**src/rtl/bf16_fpu.sv**
```systemverilog
// Single-cycle combinational bfloat16 add/sub/mul/div with one-hot opcode select.
// Subnormals flush to zero; results are rounded to nearest, ties to even.
module bf16_fpu (
    input  logic        clk,
    input  logic        rst,
    input  logic [3:0]  op_i,
    input  logic [15:0] in1_i,
    input  logic [15:0] in2_i,
    output logic [15:0] out_o,
    output logic        overflow_o
);

    localparam logic [15:0] QNAN = 16'h7FC0;

    // clk/rst only exist for interface uniformity; nothing here is clocked
    logic unusedClkRst;
    assign unusedClkRst = clk ^ rst;

    logic isAdd, isSub, isMul, isDiv, isAddSub;
    assign isAdd    = (op_i == 4'b0001);
    assign isSub    = (op_i == 4'b0010);
    assign isMul    = (op_i == 4'b0100);
    assign isDiv    = (op_i == 4'b1000);
    assign isAddSub = isAdd | isSub;

    logic       signA, signB, signBEff;
    logic [7:0] expA, expB, mantA, mantB;
    logic       zeroA, zeroB, infA, infB, nanA, nanB;

    assign signA    = in1_i[15];
    assign signB    = in2_i[15];
    assign signBEff = signB ^ isSub;
    assign expA     = in1_i[14:7];
    assign expB     = in2_i[14:7];
    assign zeroA    = (expA == 8'h00);
    assign zeroB    = (expB == 8'h00);
    assign infA     = (expA == 8'hFF) && (in1_i[6:0] == 7'h00);
    assign infB     = (expB == 8'hFF) && (in2_i[6:0] == 7'h00);
    assign nanA     = (expA == 8'hFF) && (in1_i[6:0] != 7'h00);
    assign nanB     = (expB == 8'hFF) && (in2_i[6:0] != 7'h00);
    assign mantA    = zeroA ? 8'h00 : {1'b1, in1_i[6:0]};
    assign mantB    = zeroB ? 8'h00 : {1'b1, in2_i[6:0]};

    function automatic logic [3:0] lzc11(input logic [10:0] v);
        lzc11 = 4'd11;
        for (int i = 0; i < 11; i++) begin
            if (v[i]) lzc11 = 4'(10 - i);
        end
    endfunction

    // mant holds 1.fffffff in [10:3] plus guard [2] and sticky [1:0]; returns {overflow, result}
    function automatic logic [16:0] roundPack(input logic sign, input logic signed [10:0] expIn,
                                              input logic [10:0] mant);
        logic              inc;
        logic [8:0]        m9;
        logic signed [10:0] e;
        logic [6:0]        frac;
        inc  = mant[2] & (mant[3] | mant[1] | mant[0]);
        m9   = {1'b0, mant[10:3]} + {8'b0, inc};
        e    = expIn + 11'(m9[8]);
        frac = m9[8] ? m9[7:1] : m9[6:0];
        if (e >= 11'sd255)
            roundPack = {1'b1, sign, 8'hFF, 7'h00};
        else if (e <= 11'sd0)
            roundPack = {1'b0, sign, 15'h0000};
        else
            roundPack = {1'b0, sign, e[7:0], frac};
    endfunction

    // Add/sub: order by magnitude so the difference never goes negative
    logic [14:0]        magA, magB;
    logic               swapOps, signL, signS;
    logic [7:0]         expL, expS, mantL, mantS, expDiff;
    logic [3:0]         shiftAmt, addLz;
    logic [23:0]        alignTmp;
    logic [10:0]        alignedS, addMant;
    logic [11:0]        sumRaw;
    logic signed [10:0] addExp;
    logic               addZero;

    always_comb begin
        magA     = zeroA ? 15'd0 : in1_i[14:0];
        magB     = zeroB ? 15'd0 : in2_i[14:0];
        swapOps  = magB > magA;
        signL    = swapOps ? signBEff : signA;
        signS    = swapOps ? signA : signBEff;
        expL     = swapOps ? expB : expA;
        expS     = swapOps ? expA : expB;
        mantL    = swapOps ? mantB : mantA;
        mantS    = swapOps ? mantA : mantB;
        expDiff  = expL - expS;
        shiftAmt = (expDiff > 8'd13) ? 4'd13 : expDiff[3:0];
        alignTmp = {mantS, 16'h0000} >> shiftAmt;
        alignedS = {alignTmp[23:14], |alignTmp[13:0]};
        if (signL == signS)
            sumRaw = {1'b0, mantL, 3'b000} + {1'b0, alignedS};
        else
            sumRaw = {1'b0, mantL, 3'b000} - {1'b0, alignedS};
        addZero = (sumRaw == 12'h000);
        addLz   = sumRaw[11] ? 4'd0 : lzc11(sumRaw[10:0]);
        if (sumRaw[11])
            addMant = {sumRaw[11:2], sumRaw[1] | sumRaw[0]};
        else
            addMant = sumRaw[10:0] << addLz;
        addExp = 11'(expL) + 11'(sumRaw[11]) - 11'(addLz);
    end

    logic [15:0]        prod;
    logic [10:0]        mulMant;
    logic signed [10:0] mulExp;

    always_comb begin
        prod = mantA * mantB;
        if (prod[15])
            mulMant = {prod[15:6], prod[5] | (|prod[4:0])};
        else
            mulMant = {prod[14:5], prod[4] | (|prod[3:0])};
        mulExp = 11'(expA) + 11'(expB) - 11'd127 + 11'(prod[15]);
    end

    // Quotient carries 11 significant bits; the remainder folds into sticky
    logic [18:0]        divNum, divDen;
    logic [11:0]        divQ;
    logic               divRemNz;
    logic [10:0]        divMant;
    logic signed [10:0] divExp;

    always_comb begin
        divNum   = {mantA, 11'h000};
        divDen   = zeroB ? 19'd1 : {11'h000, mantB};
        divQ     = 12'(divNum / divDen);
        divRemNz = (divNum % divDen) != 19'd0;
        if (divQ[11])
            divMant = {divQ[11:2], divQ[1] | divQ[0] | divRemNz};
        else
            divMant = {divQ[10:1], divQ[0] | divRemNz};
        divExp = 11'(expA) - 11'(expB) + 11'd127 - 11'(!divQ[11]);
    end

    logic signProd;
    assign signProd = signA ^ signB;

    always_comb begin
        out_o      = 16'h0000;
        overflow_o = 1'b0;
        if (!(isAddSub | isMul | isDiv)) begin
            out_o = 16'h0000;
        end else if (nanA | nanB) begin
            out_o = QNAN;
        end else if (isAddSub) begin
            if (infA & infB & (signA != signBEff))
                out_o = QNAN;
            else if (infA)
                out_o = {signA, 15'h7F80};
            else if (infB)
                out_o = {signBEff, 15'h7F80};
            else if (addZero)
                out_o = {signA & signBEff, 15'h0000};
            else
                {overflow_o, out_o} = roundPack(signL, addExp, addMant);
        end else if (isMul) begin
            if ((zeroA & infB) | (infA & zeroB))
                out_o = QNAN;
            else if (infA | infB)
                out_o = {signProd, 15'h7F80};
            else if (zeroA | zeroB)
                out_o = {signProd, 15'h0000};
            else
                {overflow_o, out_o} = roundPack(signProd, mulExp, mulMant);
        end else begin
            if ((zeroA & zeroB) | (infA & infB))
                out_o = QNAN;
            else if (infA | zeroB)
                out_o = {signProd, 15'h7F80};
            else if (infB | zeroA)
                out_o = {signProd, 15'h0000};
            else
                {overflow_o, out_o} = roundPack(signProd, divExp, divMant);
        end
    end

endmodule

```
**config.mk**
```make
export PLATFORM = sky130hd
export DESIGN_NAME = bf16_fpu
export DESIGN_NICKNAME = d
export VERILOG_FILES = /design/src/rtl/bf16_fpu.sv
export SDC_FILE = /design/constraint.sdc
export NUM_CORES = 1
export LEC_CHECK = 0
export ABC_AREA = 1
export CAP_MARGIN = 25
export CORE_MARGIN = 3
export CORE_UTILIZATION = 55
export DETAILED_ROUTE_END_ITERATION = 6
export PLACE_DENSITY = 0.73
export SLEW_MARGIN = 25
export SYNTH_ARGS = -nofsm -noshare
export SYNTH_HDL_FRONTEND = slang
export SYNTH_SLANG_ARGS = --single-unit
```
**constraint.sdc**
```tcl
create_clock -name vclk -period 129.1
set_input_delay 25.82 -clock vclk [all_inputs]
set_output_delay 25.82 -clock vclk [all_outputs]
set_load 0.03 [all_outputs]
```
==> flow_summary_export.csv <==
group,metric,value,unit
routing,drt-total-wl,46290,µm
floorplanning,dieArea,32020,µm²
flow_run,cap_violations,0,
worst_setup_path,path_common_cell,"nand2_1",
worst_setup_path,start_kind,"input port",
clocking,cts_hold_buf,0,
synth,yosys.area_share.simple,0.3596,
routing,dr.pass1.iters,5,
global_route,grt_pass1_wl,77240,µm
synth,synth_top_family_by_area,"simple AND/OR/NAND/NOR gates",
floorplanning,fp.dieH,179.0,µm
clocking,post_cts_buffers,0,
global_route,use_met2,0.4973,
global_route,grt_usage,0.2841,
synth,synth_fa_ha_area_frac,0.2361,
timing,rsz0062_at_grt,"no",
synth,syn_area_per_cell,5.807,µm²
synth,synth_area_leaders,"ha_1 (18%), nand2_1 (15%), inv_1 (11%)",
worst_setup_path,max_stage_delay,0.72,ns
floorplanning,row_count,62,
floorplanning,ios,55,
placed_design,io_buffers,53,
floorplanning,core-area,29090,µm²
synth,synth_top_area_share,0.1825,
worst_setup_path,end_kind,"output pin",
timing,clock.fmax,11.11,MHz
routing,vias,17970,
routing,vias_per_cell,5.573,
timing,tightest_slew,0.9901,ns
floorplanning,initial_core_util,0.5655,
global_route,gr-usage-met3,0.007200,
routing,ant_nets,0,
finish,num-nets-final,3165,
synth,synth-xor-area-share,0.08837,
finish,n_antenna_cell,0,
finish,nClkBuffers,0,
worst_setup_path,crit_required,103.28,ns
worst_setup_path,crit_slowest_cell,"clkdlybuf4s50_1",
worst_setup_path,arrival,64.21,ns
global_route,antenna_found_initial,0,
hold_path,hold_class,"input port to output pin",
global_route,grt.busiest_layer,"met2",
timing,tns,0,ns
placed_design,place_hpwl,38530,µm
synth,synth-compound-area-share,0.1815,
synth,synth.largest_area_cell,"ha_1",
timing,fin_crit_sh,0.6974,
worst_setup_path,crit_type,"input port to output pin",
timing,min_period,90.03,ns
synth,ys_seq_area_frac,0,
placed_design,place_congestion,0.9395,
synth,synth_fp_nets,3155,
routing,drcViolationCount,0,
finish,syn_to_final_growth,5.080,%
synth,ys_types,64,
status,status,"completed",
synth,synth_warnings,0,
global_route,overflow,0,
global_route,first_global_vias,16700,
global_route,met1_usage,0.3970,
timing,finalSetupViolCount,0,
timing,maxSlewHeadroom,0.3399,
synth,synthesis.instances,2833,
timing,final_hold_viol_count,0,
global_route,grt_max_degree,47,
finish,drive_gt1_frac,0.05104,
finish,nFlopsAndLatches,0,
worst_setup_path,critPathMaxFanout,35,
floorplanning,die_w,179.0,µm
clocking,ctsResizeCount,0,
timing,maxSlewViolCount,0,
finish,seq_area,0,µm²
synth,synthMuxAreaShare,0.0006084,
synth,synth_area,16450,µm²
routing,drtIter0Drc,1126,
routing,wl_per_cell,14.35,µm
[final cells by class]
cell class,instances,area [µm²]
well taps,384,480.5
inverters,515,1938
repair buffers,62,618.1
multi-input cells,2264,14250
fillers,2973,11800
[metrics by stage]
stage | instance area [µm²] | instances | setup WS (ns) | utilization | hold WS, ns
after floorplan | 16450 | 2833 | 44.92 | - | 51.95
after global placement | 17250 | 3223 | 40.09 | 0.5931 | 53.06
after detailed placement | 17250 | 3223 | 39.31 | 0.5931 | 53.07
after CTS | 17250 | 3223 | 39.19 | 0.5931 | 53.07
final | 17290 | 3225 | 39.07 | 0.5943 | 53.09
after global routing | 17290 | 3225 | 34.38 | 0.5943 | 53.14
[critical path, delay by kind of cell]
family	cells	cell delay (ns)
AO/OA/AOI/OAI	69	13.01
AND/OR/NAND/NOR	108	13.53
buffers and inverters	32	4.93
adder cells (fa/ha/maj)	20	6.53
XOR/XNOR	1	0.25
[worst paths after layout]
kind / from / to / slack, ns / depth (start not counted)
max: in2_i[12] / out_o[5] / 39.07 / 230
min: in2_i[15] / out_o[15] / 53.09 / 5
[Yosys cell counts, types with 10 or more instances]
| library cell | instances |
|---|---|
| a21oi_1 | 165 |
| a31oi_1 | 19 |
| clkbuf_1 | 38 |
| clkinv_1 | 11 |
| fa_1 | 44 |
| ha_1 | 240 |
| inv_1 | 478 |
| inv_2 | 23 |
| nand2_1 | 642 |
| nand2_2 | 25 |
| nand3_1 | 184 |
| nand3_2 | 13 |
| nand4_1 | 64 |
| nor2_1 | 227 |
| nor2_2 | 10 |
| nor2_4 | 13 |
| nor3_1 | 31 |
| nor4_1 | 13 |
| o211ai_1 | 19 |
| o21ai_0 | 205 |
| o21ai_1 | 15 |
| o21bai_1 | 27 |
| o31ai_1 | 16 |
| or2_2 | 21 |
| xnor2_1 | 54 |
| xor2_1 | 112 |
[layout by cell type (no fill, tap or decap), drive strengths merged, types with 2 or more instances in the layout]
master	n
or3	3
o221ai	8
nor3	33
a211oi	4
nand3	199
buf	8
o21a	7
inv	503
xnor2	54
o21ai	225
o311ai	3
clkdlybuf4s50	53
nand3b	8
nor2	252
o22ai	2
nor4	13
nor3b	2
nand4	69
o211ai	20
xor2	112
a21o	6
a21oi	165
a221oi	6
and2	8
or2	27
o21bai	27
ha	240
clkinv	12
o2111ai	4
a31oi	19
nand2	675
o31ai	16
a31o	2
fa	44
a21boi	6
[metal layers]
metal	wire, µm	vias to the layer above
li1	-	9287
met1	22300	8219
met2	21240	420
met3	2144	48
met4	605	0
met5	0	-
[cell families (layout without fill, tap and decap cells)]
logic type	count (synthesis)	after routing
AOI/OAI and AO/OA	523	523
and+or+nand+nor	1290	1290
adders and majority gates	284	284
muxes	1	1
xor gates and xnor gates	166	166
buffers and inverters	569	577
Power is left out: the tool's default activity adds up to more than one toggle a clock period on the data nets, which glitch-free logic cannot reach.
